## src/rtl/mem_bus_pkg.sv

```systemverilog
// mem_bus_pkg: shared state type, constants and region decode helper for mem_bus_decoder
package mem_bus_pkg;
  typedef enum logic [1:0] {IDLE, RAM, SLV, RESP} state_t;
  localparam logic [31:0] ERR_DATA_DEF = 32'hBADB_AD00;
  localparam int ERR_CNT_W = 8;
  function automatic logic region_match(input logic [31:0] addr, input logic [31:0] base, input logic [31:0] mask);
    return (addr & mask) == base;
  endfunction
endpackage

```

## src/rtl/mem_bus_decoder_if.sv

```systemverilog
// mem_bus_decoder_if: core-side, RAM-side and slave-side signals of mem_bus_decoder
interface mem_bus_decoder_if import mem_bus_pkg::*; #(parameter int NUM_SLAVES = 4);
  logic mem_valid, mem_instr, mem_ready;
  logic [31:0] mem_addr, mem_wdata, mem_rdata;
  logic [3:0] mem_wstrb;
  logic ram_en;
  logic [3:0] ram_wen;
  logic [31:0] ram_addr, ram_rdata;
  logic [NUM_SLAVES-1:0] slv_valid, slv_ready;
  logic [32*NUM_SLAVES-1:0] slv_rdata;
  logic [31:0] slv_addr, slv_wdata;
  logic [3:0] slv_wstrb;
  logic err_irq, err_instr;
  logic [31:0] err_addr;
  logic [ERR_CNT_W-1:0] err_count;
  modport slave (
    input mem_valid, mem_instr, mem_addr, mem_wdata, mem_wstrb, ram_rdata, slv_ready, slv_rdata,
    output mem_ready, mem_rdata, ram_en, ram_wen, ram_addr, slv_valid, slv_addr, slv_wdata, slv_wstrb,
    output err_irq, err_addr, err_instr, err_count
  );
  modport master (
    output mem_valid, mem_instr, mem_addr, mem_wdata, mem_wstrb, ram_rdata, slv_ready, slv_rdata,
    input mem_ready, mem_rdata, ram_en, ram_wen, ram_addr, slv_valid, slv_addr, slv_wdata, slv_wstrb,
    input err_irq, err_addr, err_instr, err_count
  );
endinterface

```

## src/rtl/mem_bus_timeout.sv

```systemverilog
// mem_bus_timeout: 16-bit slave watchdog counter; o_hit marks the edge on which it reaches TIMEOUT
module mem_bus_timeout #(parameter int TIMEOUT = 255) (
  input  logic clk,
  input  logic resetn,
  input  logic i_clr,
  input  logic i_en,
  output logic o_hit
);
  logic [15:0] r_cnt;
  always_ff @(posedge clk)
    if (!resetn || i_clr) r_cnt <= '0;
    else if (i_en) r_cnt <= r_cnt + 16'd1;
  assign o_hit = r_cnt == 16'(TIMEOUT - 1);
endmodule

```

## src/rtl/mem_bus_decoder.sv

```systemverilog
// mem_bus_decoder: registered picorv32 bus decoder for one RAM plus NUM_SLAVES mapped slaves,
// with RAM wait states, a slave watchdog and bus-error reporting.
module mem_bus_decoder import mem_bus_pkg::*; #(
  parameter int NUM_SLAVES = 4,
  parameter int RAM_WORDS = 256,
  parameter int RAM_WAIT = 0,
  parameter logic [32*NUM_SLAVES-1:0] SLV_BASE = {NUM_SLAVES{32'h0}},
  parameter logic [32*NUM_SLAVES-1:0] SLV_MASK = {NUM_SLAVES{32'hFFFF_FFFF}},
  parameter int TIMEOUT = 255,
  parameter logic [31:0] ERR_DATA = ERR_DATA_DEF
) (
  input logic clk,
  input logic resetn,
  mem_bus_decoder_if.slave bus
);
  state_t r_state, w_nxt;
  logic [31:0] r_addr, r_wdata, r_rdata, r_err_addr, w_srd;
  logic [3:0] r_wstrb, r_ram_wen, r_wait;
  logic [NUM_SLAVES-1:0] r_sel, w_hit, w_sel;
  logic [ERR_CNT_W-1:0] r_err_cnt;
  logic r_instr, r_ready, r_ram_en, r_irq, r_err_instr, r_err_pend;
  logic w_ram, w_rdy, w_to, w_acc, w_done, w_err;
  always_comb begin
    w_hit = '0;
    w_srd = '0;
    for (int k = 0; k < NUM_SLAVES; k++) begin
      w_hit[k] = region_match(bus.mem_addr, SLV_BASE[32*k +: 32], SLV_MASK[32*k +: 32]);
      w_srd = w_srd | (bus.slv_rdata[32*k +: 32] & {32{r_sel[k]}});
    end
  end
  // isolate the lowest set bit so overlapping regions resolve to the lowest index
  assign w_sel = w_hit & (~w_hit + NUM_SLAVES'(1));
  assign w_ram = bus.mem_addr < 32'(4 * RAM_WORDS);
  assign w_rdy = |(r_sel & bus.slv_ready);
  mem_bus_timeout #(.TIMEOUT(TIMEOUT)) u_to (
    .clk(clk), .resetn(resetn), .i_clr(r_state != SLV), .i_en(r_state == SLV), .o_hit(w_to)
  );
  always_comb begin
    w_nxt = r_state;
    w_acc = 1'b0;
    w_done = 1'b0;
    w_err = 1'b0;
    case (r_state)
      IDLE: if (bus.mem_valid) begin
        w_acc = 1'b1;
        w_nxt = w_ram ? RAM : (|w_sel ? SLV : RESP);
      end
      RAM: if (r_wait == 4'(RAM_WAIT + 1)) begin
        w_done = 1'b1;
        w_nxt = RESP;
      end
      SLV: begin
        w_done = w_rdy;
        w_err = !w_rdy && w_to;
        w_nxt = (w_rdy || w_to) ? RESP : SLV;
      end
      // an unmapped access enters RESP with the error pending and completes one cycle later
      RESP: begin
        w_err = r_err_pend;
        w_nxt = r_err_pend ? RESP : IDLE;
      end
      default: w_nxt = IDLE;
    endcase
  end
  always_ff @(posedge clk)
    if (!resetn) r_state <= IDLE;
    else r_state <= w_nxt;
  always_ff @(posedge clk) begin
    if (!resetn) begin
      r_addr <= '0;
      r_wdata <= '0;
      r_wstrb <= '0;
      r_instr <= 1'b0;
      r_sel <= '0;
      r_wait <= '0;
      r_ram_en <= 1'b0;
      r_ram_wen <= '0;
      r_ready <= 1'b0;
      r_rdata <= '0;
      r_irq <= 1'b0;
      r_err_pend <= 1'b0;
      r_err_addr <= '0;
      r_err_instr <= 1'b0;
      r_err_cnt <= '0;
    end else begin
      r_ram_en <= w_acc && w_ram;
      r_ram_wen <= (w_acc && w_ram) ? bus.mem_wstrb : 4'd0;
      r_ready <= w_done || w_err;
      r_irq <= w_err;
      r_err_pend <= w_acc && !w_ram && !(|w_sel);
      r_wait <= (r_state == RAM) ? r_wait + 4'd1 : 4'd0;
      if (w_acc) begin
        r_addr <= bus.mem_addr;
        r_wdata <= bus.mem_wdata;
        r_wstrb <= bus.mem_wstrb;
        r_instr <= bus.mem_instr;
        r_sel <= w_ram ? '0 : w_sel;
      end
      if (w_done || w_err) r_sel <= '0;
      if (w_done) r_rdata <= |r_wstrb ? 32'd0 : ((r_state == RAM) ? bus.ram_rdata : w_srd);
      if (w_err) begin
        r_rdata <= ERR_DATA;
        r_err_addr <= r_addr;
        r_err_instr <= r_instr;
        r_err_cnt <= r_err_cnt + ERR_CNT_W'(~&r_err_cnt);
      end
    end
  end
  assign bus.mem_ready = r_ready;
  assign bus.mem_rdata = r_rdata;
  assign bus.ram_en = r_ram_en;
  assign bus.ram_wen = r_ram_wen;
  assign bus.ram_addr = r_addr;
  assign bus.slv_valid = r_sel;
  assign bus.slv_addr = r_addr;
  assign bus.slv_wdata = r_wdata;
  assign bus.slv_wstrb = r_wstrb;
  assign bus.err_irq = r_irq;
  assign bus.err_addr = r_err_addr;
  assign bus.err_instr = r_err_instr;
  assign bus.err_count = r_err_cnt;
endmodule

```

## src/flat_wrapper.sv

```systemverilog
// flat-port wrapper written by rule: the top's interface ports become plain ports
module mem_bus_decoder_flat import mem_bus_pkg::*;
#(
  parameter int NUM_SLAVES = 4,
  parameter int RAM_WORDS = 256,
  parameter int RAM_WAIT = 0,
  parameter logic [32*NUM_SLAVES-1:0] SLV_BASE = {NUM_SLAVES{32'h0}},
  parameter logic [32*NUM_SLAVES-1:0] SLV_MASK = {NUM_SLAVES{32'hFFFF_FFFF}},
  parameter int TIMEOUT = 255,
  parameter logic [31:0] ERR_DATA = ERR_DATA_DEF
)
  (clk, resetn, bus_mem_valid, bus_mem_instr, bus_mem_addr, bus_mem_wdata, bus_mem_wstrb, bus_ram_rdata, bus_slv_ready, bus_slv_rdata, bus_mem_ready, bus_mem_rdata, bus_ram_en, bus_ram_wen, bus_ram_addr, bus_slv_valid, bus_slv_addr, bus_slv_wdata, bus_slv_wstrb, bus_err_irq, bus_err_addr, bus_err_instr, bus_err_count);
  mem_bus_decoder_if #(.NUM_SLAVES(NUM_SLAVES)) bus_i ();
  input logic clk;
  input logic resetn;
  input wire logic [$bits(bus_i.mem_valid)-1:0] bus_mem_valid;
  input wire logic [$bits(bus_i.mem_instr)-1:0] bus_mem_instr;
  input wire logic [$bits(bus_i.mem_addr)-1:0] bus_mem_addr;
  input wire logic [$bits(bus_i.mem_wdata)-1:0] bus_mem_wdata;
  input wire logic [$bits(bus_i.mem_wstrb)-1:0] bus_mem_wstrb;
  input wire logic [$bits(bus_i.ram_rdata)-1:0] bus_ram_rdata;
  input wire logic [$bits(bus_i.slv_ready)-1:0] bus_slv_ready;
  input wire logic [$bits(bus_i.slv_rdata)-1:0] bus_slv_rdata;
  output wire logic [$bits(bus_i.mem_ready)-1:0] bus_mem_ready;
  output wire logic [$bits(bus_i.mem_rdata)-1:0] bus_mem_rdata;
  output wire logic [$bits(bus_i.ram_en)-1:0] bus_ram_en;
  output wire logic [$bits(bus_i.ram_wen)-1:0] bus_ram_wen;
  output wire logic [$bits(bus_i.ram_addr)-1:0] bus_ram_addr;
  output wire logic [$bits(bus_i.slv_valid)-1:0] bus_slv_valid;
  output wire logic [$bits(bus_i.slv_addr)-1:0] bus_slv_addr;
  output wire logic [$bits(bus_i.slv_wdata)-1:0] bus_slv_wdata;
  output wire logic [$bits(bus_i.slv_wstrb)-1:0] bus_slv_wstrb;
  output wire logic [$bits(bus_i.err_irq)-1:0] bus_err_irq;
  output wire logic [$bits(bus_i.err_addr)-1:0] bus_err_addr;
  output wire logic [$bits(bus_i.err_instr)-1:0] bus_err_instr;
  output wire logic [$bits(bus_i.err_count)-1:0] bus_err_count;
  assign bus_i.mem_valid = bus_mem_valid;
  assign bus_i.mem_instr = bus_mem_instr;
  assign bus_i.mem_addr = bus_mem_addr;
  assign bus_i.mem_wdata = bus_mem_wdata;
  assign bus_i.mem_wstrb = bus_mem_wstrb;
  assign bus_i.ram_rdata = bus_ram_rdata;
  assign bus_i.slv_ready = bus_slv_ready;
  assign bus_i.slv_rdata = bus_slv_rdata;
  assign bus_mem_ready = bus_i.mem_ready;
  assign bus_mem_rdata = bus_i.mem_rdata;
  assign bus_ram_en = bus_i.ram_en;
  assign bus_ram_wen = bus_i.ram_wen;
  assign bus_ram_addr = bus_i.ram_addr;
  assign bus_slv_valid = bus_i.slv_valid;
  assign bus_slv_addr = bus_i.slv_addr;
  assign bus_slv_wdata = bus_i.slv_wdata;
  assign bus_slv_wstrb = bus_i.slv_wstrb;
  assign bus_err_irq = bus_i.err_irq;
  assign bus_err_addr = bus_i.err_addr;
  assign bus_err_instr = bus_i.err_instr;
  assign bus_err_count = bus_i.err_count;
  mem_bus_decoder #(.NUM_SLAVES(NUM_SLAVES), .RAM_WORDS(RAM_WORDS), .RAM_WAIT(RAM_WAIT), .SLV_BASE(SLV_BASE), .SLV_MASK(SLV_MASK), .TIMEOUT(TIMEOUT), .ERR_DATA(ERR_DATA)) u_core (.clk(clk), .resetn(resetn), .bus(bus_i));
endmodule
```

## config.mk

```make
export PLATFORM = sky130hd
export DESIGN_NAME = mem_bus_decoder_flat
export DESIGN_NICKNAME = d
export VERILOG_FILES = /design/src/rtl/mem_bus_pkg.sv /design/src/rtl/mem_bus_decoder_if.sv /design/src/rtl/mem_bus_timeout.sv /design/src/rtl/mem_bus_decoder.sv /design/src/flat_wrapper.sv
export SDC_FILE = /design/constraint.sdc
export NUM_CORES = 1
export LEC_CHECK = 0
export CAP_MARGIN = 20
export CELL_PAD_IN_SITES_DETAIL_PLACEMENT = 1
export CELL_PAD_IN_SITES_GLOBAL_PLACEMENT = 2
export CORE_UTILIZATION = 21
export CTS_CLUSTER_DIAMETER = 30
export DETAILED_ROUTE_END_ITERATION = 7
export PLACE_DENSITY = 0.91
export SLEW_MARGIN = 20
export SYNTH_ARGS = -nofsm -noshare
export SYNTH_HDL_FRONTEND = slang
export SYNTH_SLANG_ARGS = --single-unit
```

## constraint.sdc

```tcl
create_clock -name clk -period 4.5 [get_ports clk]
set_input_delay 0.9 -clock clk [delete_from_list [all_inputs] [get_ports clk]]
set_output_delay 0.9 -clock clk [all_outputs]
set_load 0.01 [all_outputs]
```

==> results.txt, run 1 <==
Timing analysis after detailed placement gives a worst setup slack of roughly 1.3 ns. The die boundary width is between 150 and 200 um. After clock tree synthesis, the clock-pin slew on the worst setup and hold paths is 0.07 ns. The post-CTS repair timing setup buffer count is 0. The count of instances resized after the clock tree is built is 0. Measured on the finished design, the core utilization comes to 0.3352. By startpoint and endpoint, the worst setup path is classified as register to register. Setup slack on the critical path of the routed design comes to 1.670 ns. The most instantiated flip-flop cell in the synthesis netlist is sky130_fd_sc_hd__dfxtp_1. The starting utilization of the core area came out at 0.2146. Of all cell types, the one taking the most synthesized area is sky130_fd_sc_hd__dfxtp_1. Port buffering added 317 buffers. The final cycle utilization of the critical path is 0.6288. Detailed routing placed a total of 11.94 mm of wire on met2.

The initial antenna violation count is 2. After synthesis, the netlist uses just over 40 different library cells. In the final timing run, aggregate negative setup slack is 0 ns. TritonCTS created 17 clock buffers. The worst setup path is captured at a register.

In the routed layout, each cell is associated on average with a via count of around 4.4. The completed layout was analyzed and its total power is ~4.6 mW. The routability-driven placement congestion ratio is between 0.6 and 0.7. The async set-or-reset flop fraction in the synthesized netlist came out at 0. The cell with the most instances after synthesis is sky130_fd_sc_hd__nand2_1. The vias after detailed routing came out at 6832. The wire length of the first global-routing pass came out at roughly 38 mm. The cell area reported after detailed placement is slightly above 10000 um^2. The number of top-level pins is 420. The tree is rooted in a sky130_fd_sc_hd__clkbuf_16.

In the final layout, the share of cells above drive strength 1 is 0.04924. The area overhead of the layout relative to synthesis came out at 56.18%. The die span in y came out at about 180 um. Routed signal wires occupy layers up through met5. The die covers roughly 34000 um^2. The commonest cells after synthesis are sky130_fd_sc_hd__nand2_1 (236), sky130_fd_sc_hd__dfxtp_1 (173), sky130_fd_sc_hd__a21oi_1 (110). The fmax is 353.4 MHz.

The count of nets after finishing is around 1.4k. The count of hold-fix buffers inserted at cts is 0. After floorplanning, the core was sized to cover around 33000 um^2. By area the synthesized netlist is led by sky130_fd_sc_hd__dfxtp_1 (49%), sky130_fd_sc_hd__nand2_1 (13%), sky130_fd_sc_hd__a21oi_1 (7.8%). The number of instances in the synthesized netlist is 844. In this run the worst hold path is classified as register to register.

The top fanout value on the critical path is 36. The pin count of the biggest net entering global routing came out at 52. Counting every sink on the clock net gives 173. The area of all placed cells without fillers is approximately 11000 um^2.

The cell leakage power is about 3.7 nW. The count of synthesis-stage warnings from yosys came out at 0. The number of failing hold endpoints at the final stage came out at 0.

The number of violations of the max-capacitance limit is 0. The number of enable-type register cells in the synthesized netlist is 0. Setup repair after global routing left no endpoint under its margin.

The number of antenna-violating nets in the routed design came out at 0. For this design the ratio of total power to cell area is about 420 nW/um^2. The cell area after synthesis came out at approximately 7000 um^2. The signal arrival time at the worst endpoint came out at 3.20 ns. The CTS tree is yes.

The total count of max-transition violations in the final report came to 0. The total overflow left after global routing is 0. The number of placement rows came out at 66. The total of endpoints with negative setup slack in the final report came out at 0.

The number of detailed-routing iterations run before antenna repair is 4. The all-layer global routing usage is 0.1422. The initial detailed-routing violation count is 214.

The required time of the critical path came out at slightly below 5 ns. The share of Yosys cell area claimed by the top area cell type is 0.4935. The post-route clock skew is 0.01033 ns. The average wire per standard cell came out at around 16 um. The clock period minus final worst setup slack came out at roughly 2.8 ns. 0 antenna diodes ended up in the layout. The worst-margin pin slew came out at a little under 1 ns.

The worst max-slew margin expressed relative to the limit is 0.3430. In the routed design, unresolved DRC markers number 0. The H-tree level count is 4.

The run finished with clean final reports. The average cell area after synthesis came out at roughly 8.3 um^2. The post-synthesis sequential element count came out at around 170. IR analysis of the VDD net gives a maximum drop of 0.0002494 V.

The routed length on met1 is roughly 10 mm. The final wirelength came out at ~25 mm. The nature of the critical path startpoint is a register.

The total half-perimeter wirelength after legalization and detailed placement is around 18 mm. The wire length on met3 is 2.147 mm. The maximum number of buffers from clock root to sink came out at 2. The clock latency reported for the late side of the worst-skew pair is 0.43 ns. For this run, the register share of the synthesized area comes to 0.4935. The number of global-route vias before repair is between 6k and 7k.
worst paths after layout:
check,startpoint,end,slack (ns),cells past startpoint
hold / removal,u_core.bus.err_addr[14],u_core.bus.err_addr[14],0.45,2
hold reg to reg,u_core.bus.err_addr[14],u_core.bus.err_addr[14],0.45,2
setup reg to reg,u_core.r_state[0],u_core.bus.mem_rdata[19],1.67,7
setup / recovery,u_core.r_state[0],u_core.bus.mem_rdata[19],1.67,7
power breakdown:
part | internal, mW | switching, mW | total (mW)
sequential | 1.66 | 0.115 | 1.78
combinational | 0.574 | 0.620 | 1.19
clock | 0.914 | 0.702 | 1.62
total | 3.15 | 1.44 | 4.59
flip-flops by register name, indices dropped and copies added, names as in the netlist, 2 cells and up:
name / cells
u_core.bus.err_addr: 32
u_core.bus.err_count: 8
u_core.bus.mem_rdata: 32
u_core.bus.ram_addr: 32
u_core.bus.ram_wen: 4
u_core.bus.slv_wdata: 32
u_core.bus.slv_wstrb: 4
u_core.r_state: 2
u_core.r_wait: 4
u_core.u_to.r_cnt: 16
metrics by stage:
stage                     hold WS [ns]  instances
final                           0.4530       1559
after global routing            0.4722       1559
after CTS                       0.4540       1559
after detailed placement        0.4440       1527
after global placement          0.4374       1527
after floorplan                 0.4337        846
layer usage:
layer | global-route usage | vias up
met3 | 0.06017 | 19
li1 | - | 3318
met2 | 0.2510 | 225
met5 | 0 | -
met1 | 0.1568 | 3268
met4 | 0.03306 | 2
worst max-delay path, cell delays in order (launching register included):
cell	delay [ns]
sky130_fd_sc_hd__dfxtp_1	0.34
sky130_fd_sc_hd__inv_1	0.11
sky130_fd_sc_hd__ha_1	0.23
sky130_fd_sc_hd__and4_4	0.27
sky130_fd_sc_hd__and4b_1	0.39
sky130_fd_sc_hd__a32o_2	0.89
sky130_fd_sc_hd__buf_4	0.37
sky130_fd_sc_hd__o21a_1	0.16
logic make-up (layout without fill, tap and decap cells):
logic type	after synthesis	count (layout)	share of synthesized area
multiplexers	1	1	0.001426
buffers and inverters	97	368	0.08005
adder cells (fa/ha/maj)	11	11	0.01961
flip-flops	173	173	0.4935
AND/OR/NAND/NOR	340	340	0.2054
other	1	3	0.0005343
AO/OA/AOI/OAI	203	203	0.1770
XOR/XNOR	18	18	0.02246
area by class of cell:
type	instances	area [um^2]
fill	3872	21740
tap	442	553.0
inverter	6	25.02
sequential	173	3463
timing repair buffer	330	3271
clock buffer	18	439.2
multi-input combinational	576	3013
clock inverter	14	196.4
placed cells by master (no fill, tap or decap), types with 3 or more instances in the layout:
master | Yosys | layout
sky130_fd_sc_hd__o21ai_0 | 21 | 21
sky130_fd_sc_hd__nor2_1 | 44 | 44
sky130_fd_sc_hd__a2bb2oi_1 | 16 | 16
sky130_fd_sc_hd__xor2_1 | 11 | 11
sky130_fd_sc_hd__a2111oi_0 | 3 | 3
sky130_fd_sc_hd__ha_1 | 11 | 11
sky130_fd_sc_hd__and3_1 | 9 | 9
sky130_fd_sc_hd__dfxtp_1 | 173 | 173
sky130_fd_sc_hd__clkdlybuf4s50_1 | 0 | 317
sky130_fd_sc_hd__nand3_1 | 13 | 13
sky130_fd_sc_hd__a22oi_1 | 31 | 31
sky130_fd_sc_hd__nand2_1 | 236 | 235
sky130_fd_sc_hd__clkbuf_16 | 0 | 17
sky130_fd_sc_hd__conb_1 | 1 | 3
sky130_fd_sc_hd__nor4_1 | 7 | 7
sky130_fd_sc_hd__bufinv_16 | 0 | 3
sky130_fd_sc_hd__inv_6 | 0 | 6
sky130_fd_sc_hd__and2_1 | 7 | 6
sky130_fd_sc_hd__buf_4 | 38 | 13
sky130_fd_sc_hd__nand4_1 | 6 | 6
sky130_fd_sc_hd__xnor2_1 | 7 | 7
sky130_fd_sc_hd__inv_1 | 6 | 5
sky130_fd_sc_hd__o21a_1 | 16 | 16
sky130_fd_sc_hd__or3_1 | 3 | 3
sky130_fd_sc_hd__a21oi_1 | 110 | 110
Note: power is estimated with default switching activity, not from simulation.
==> run 2: changes to the inputs <==
--- a/config.mk
+++ b/config.mk
@@ -8,10 +8,10 @@
 export CAP_MARGIN = 20
 export CELL_PAD_IN_SITES_DETAIL_PLACEMENT = 1
 export CELL_PAD_IN_SITES_GLOBAL_PLACEMENT = 2
-export CORE_UTILIZATION = 21
+export CORE_UTILIZATION = 20
 export CTS_CLUSTER_DIAMETER = 30
 export DETAILED_ROUTE_END_ITERATION = 7
-export PLACE_DENSITY = 0.91
+export PLACE_DENSITY = 0.87
 export SLEW_MARGIN = 20
 export SYNTH_ARGS = -nofsm -noshare
 export SYNTH_HDL_FRONTEND = slang
==> constraint.sdc (replaced) <==
create_clock -name clk -period 2.63 [get_ports clk]
set_input_delay 0.526 -clock clk [delete_from_list [all_inputs] [get_ports clk]]
set_output_delay 0.526 -clock clk [all_outputs]
set_load 0.01 [all_outputs]
==> run 2 against run 1 <==
  * Cell count increased by 1.4%
  * Largest cell class unchanged
  * Die area increased by 4.9%
  * Critical endpoint is now u_core.bus.err_addr[9]
  * Largest power group unchanged
  * Clock power increased by 66%
  * Flip-flop and latch count unchanged
==> results.txt, run 2 (synthesis gave the netlist of run 1 again) <==
The required time of the critical path came to 3.00 ns (-1.87 ns). The worst-margin pin slew is 0.7157 ns (-0.2698 ns). The clock transition at the registers of the reported paths was 0.07 ns (about the same). The total of endpoints with negative setup slack in the final report is 0 (unchanged).

The number of antenna cells inserted is 0 (unchanged). Leaving out fill and tap cells, the most frequent cells in the layout are sky130_fd_sc_hd__clkdlybuf4s50_1 (317), sky130_fd_sc_hd__nand2_1 (235), sky130_fd_sc_hd__dfxtp_1 (173), sky130_fd_sc_hd__a21oi_1 (110), sky130_fd_sc_hd__nor2_1 (44). The signal arrival time at the worst endpoint is 2.69 ns (-0.51 ns).

The cell area reported after detailed placement was 10490 um^2 (+1.6%). The net switching power came out at 2.450 mW (+71%). The largest voltage drop on the vdd net came out at 0.0004249 V (+70%).

The count of instances resized after the clock tree is built is 0 (unchanged). The internal power summed over all cells came to 5.395 mW (+71%). The total instance count after detailed placement came out at 1549 (+1.4%). The final wirelength is 25.29 mm (+2.7%). The vias after detailed routing is 6818 (-0.20%). The met2 track demand over resource in global routing is 0.2455 (-0.005502). The library cell used most frequently in the layout, excluding fill and tap cells, is sky130_fd_sc_hd__clkdlybuf4s50_1.

The count of unresolved DRC violations after routing is 0 (unchanged). The total core area is 34540 um^2 (+5.6%). The clock latency reported for the late side of the worst-skew pair came out at 0.44 ns (about the same).

The number of placement rows is 68 (+3.0%). The starting utilization of the core area is 0.2032 (-0.01144). The total half-perimeter wirelength after legalization and detailed placement came out at 18.29 mm (+3.2%). The pin count of the biggest net entering global routing is 50 (-3.8%). The met3 global-route usage was 0.05412 (-0.006041). The number of clock sinks came out at 173 (unchanged).

The number of violations of the max-capacitance limit is 0 (unchanged). The tree is rooted in a sky130_fd_sc_hd__clkbuf_16. The kind of cell adding the most delay to the critical path is compound AO/OA/AOI/OAI gates. The all-layer global routing usage is 0.1408 (-0.001383). The number of fill cells in the layout came out at 4049 (+4.6%). In this run the critical register-to-register path is launched from u_core.r_state[0].

The maximum number of buffers from clock root to sink is 2 (unchanged). The die boundary width came out at 189.3 um (+2.4%). The register area came out at 3463 um^2 (unchanged). The worst slack at placement is -0.1901 ns (-1.484 ns).

The average wire per standard cell was 16.00 um (+1.3%). The number of top-level pins came out at 420 (unchanged). The switching part of the total came out at 0.3123 (-0.0008588).

The via-per-instance ratio came out at 4.312 (-1.6%). The routability-driven placement congestion ratio was 0.7400 (+7.4%). The number of global-route vias before repair is 6925 (-0.10%).

The fmax is 429.8 MHz (+22%). The share of layout cells above drive strength 1 came out at 0.05595 (+0.006711). The number of failing hold endpoints at the final stage is 0 (unchanged). The proportion of power drawn by the clock network was 0.343 (-0.009). The area overhead of the layout relative to synthesis is 58.17%. The total congestion overflow is 0 (unchanged). The run finished with clean final reports. The top fanout value on the critical path came to 17 (-53%).

The die span in y came to 189.3 um (+2.4%). The H-tree level count is 4 (unchanged). The largest stage delay on the critical path came out at 0.48 ns (-0.41 ns). The count of nets after finishing is 1360 (+0.67%).

The startpoint identified for the worst hold timing path is u_core.bus.err_addr[10]. Setup repair after global routing left no endpoint under its margin. The share of the core filled with cells is 0.3214 (-0.01381).

The wire length of the first global-routing pass came out at 38.92 mm (+3.6%). The count of hold-fix buffers inserted at cts is 0 (unchanged). The die area was 35840 um^2 (+4.9%).

The summed negative setup slack over all endpoints came to 0 ns (unchanged). The post-CTS repair timing setup buffer count is 0 (unchanged). The sequential cell fraction of total power came out at 0.388 (about the same).

The initial antenna violation count is 3 (+1). The total clock buffers created by CTS came out at 17 (unchanged). The number of antenna-violating nets in the routed design came to 0 (unchanged).

The beginning of the critical path is u_core.r_state[0]. The element type at the critical path end is a register. The cell leakage power was 3.802 nW (+1.7%). The final standard cell count with taps included and fillers excluded came out at 1581 (+1.4%). The multi-input logic area is 3008 um^2 (-0.17%). The number of buffers and inverters on the critical path was 2 (unchanged).

The met1 track demand over resource came out at 0.1611 (+0.004308). The worst setup path is launched from a register. The smallest setup slack after layout came out at 0.3034 ns (-1.367 ns). The worst max-slew margin expressed relative to the limit came to 0.5185 (+0.1755).

The final cycle utilization of the critical path came out at 0.8847 (+0.2559). The area of all placed cells without fillers came out at 11100 um^2 (+1.3%). The signal on the critical path passes through inv_1 > ha_1 > and4_4 > and4b_1 > a32oi_4 > buf_4 > nand2_1 > a21oi_1.

The kind of critical path is register to register. The post-route clock skew is 0.01036 ns (+0.00003040 ns). TritonCTS built the clock tree. The path class of the tightest hold or removal check is register to register. The total power density per cell area is 706.7 nW/um^2 (+69%). The total count of max-transition violations in the final report is 0 (unchanged). The number of detailed-routing iterations run before antenna repair is 4 (unchanged).

On the critical path, the stage with the largest delay is an instance of sky130_fd_sc_hd__a32oi_4. The initial detailed-routing violation count came out at 222 (+3.7%). The post-route worst hold slack is 0.4503 ns (-0.002665 ns). The total power came out at 7.844 mW (+71%).

The number of input and output port buffers inserted was 317 (unchanged). The clock period minus final worst setup slack came to 2.327 ns (-0.5029 ns). met2 is the most crowded layer. The share of total power in combinational logic came out at 0.269 (+0.009).
==> run 2: cell count changes in the layout (fill, tap and decap cells not counted), sizes merged <==
| cell | previous run | this run |
|---|---|---|
| buf | 13 | 22 |
| clkinv | 1 | 3 |
| inv | 14 | 12 |
==> run 2: worst reg2reg max path, delay by kind of cell, from the launching register on <==
kind / cells / cell delay, ns
AOI/OAI and AO/OA: 2 / 0.61
adders and majority gates: 1 / 0.25
buffers and inverters: 2 / 0.45
DFF: 1 / 0.39
and+or+nand+nor: 3 / 0.56
==> run 2: path summary, 6_finish.rpt <==
| check | to | slack [ns] | depth (start not counted) |
|---|---|---|---|
| setup reg to reg | u_core.bus.err_addr[9] | 0.30 | 8 |
| setup / recovery | u_core.bus.err_addr[9] | 0.30 | 8 |
| hold reg to reg | u_core.bus.err_addr[10] | 0.45 | 2 |
| hold / removal | u_core.bus.err_addr[10] | 0.45 | 2 |
==> run 2: cell type report <==
| class | count | share of cell area |
|---|---|---|
| clock buffer | 18 | 0.03866 |
| clock inverter | 14 | 0.01623 |
| inverter | 6 | 0.002254 |
| multi-input combinational | 576 | 0.2710 |
| sequential | 173 | 0.3120 |
| tap | 455 | 0.05129 |
| timing repair buffer | 339 | 0.3086 |
==> run 2: metal layers <==
metal / up-vias / wire [um]
met5: - / 45
met4: 6 / 206
met3: 17 / 2022
met2: 226 / 12360
met1: 3234 / 10660
li1: 3335 / -
==> run 2: power by group through the flow <==
stage                     logic [mW]  clock network, mW  registers [mW]
final                           2.11               2.69            3.04
after global routing            2.32               2.91            3.07
after CTS                       2.17               2.80            3.05
after detailed placement        2.16                  0            3.11
after global placement          2.13                  0            3.10
after floorplan                 1.02                  0            3.15
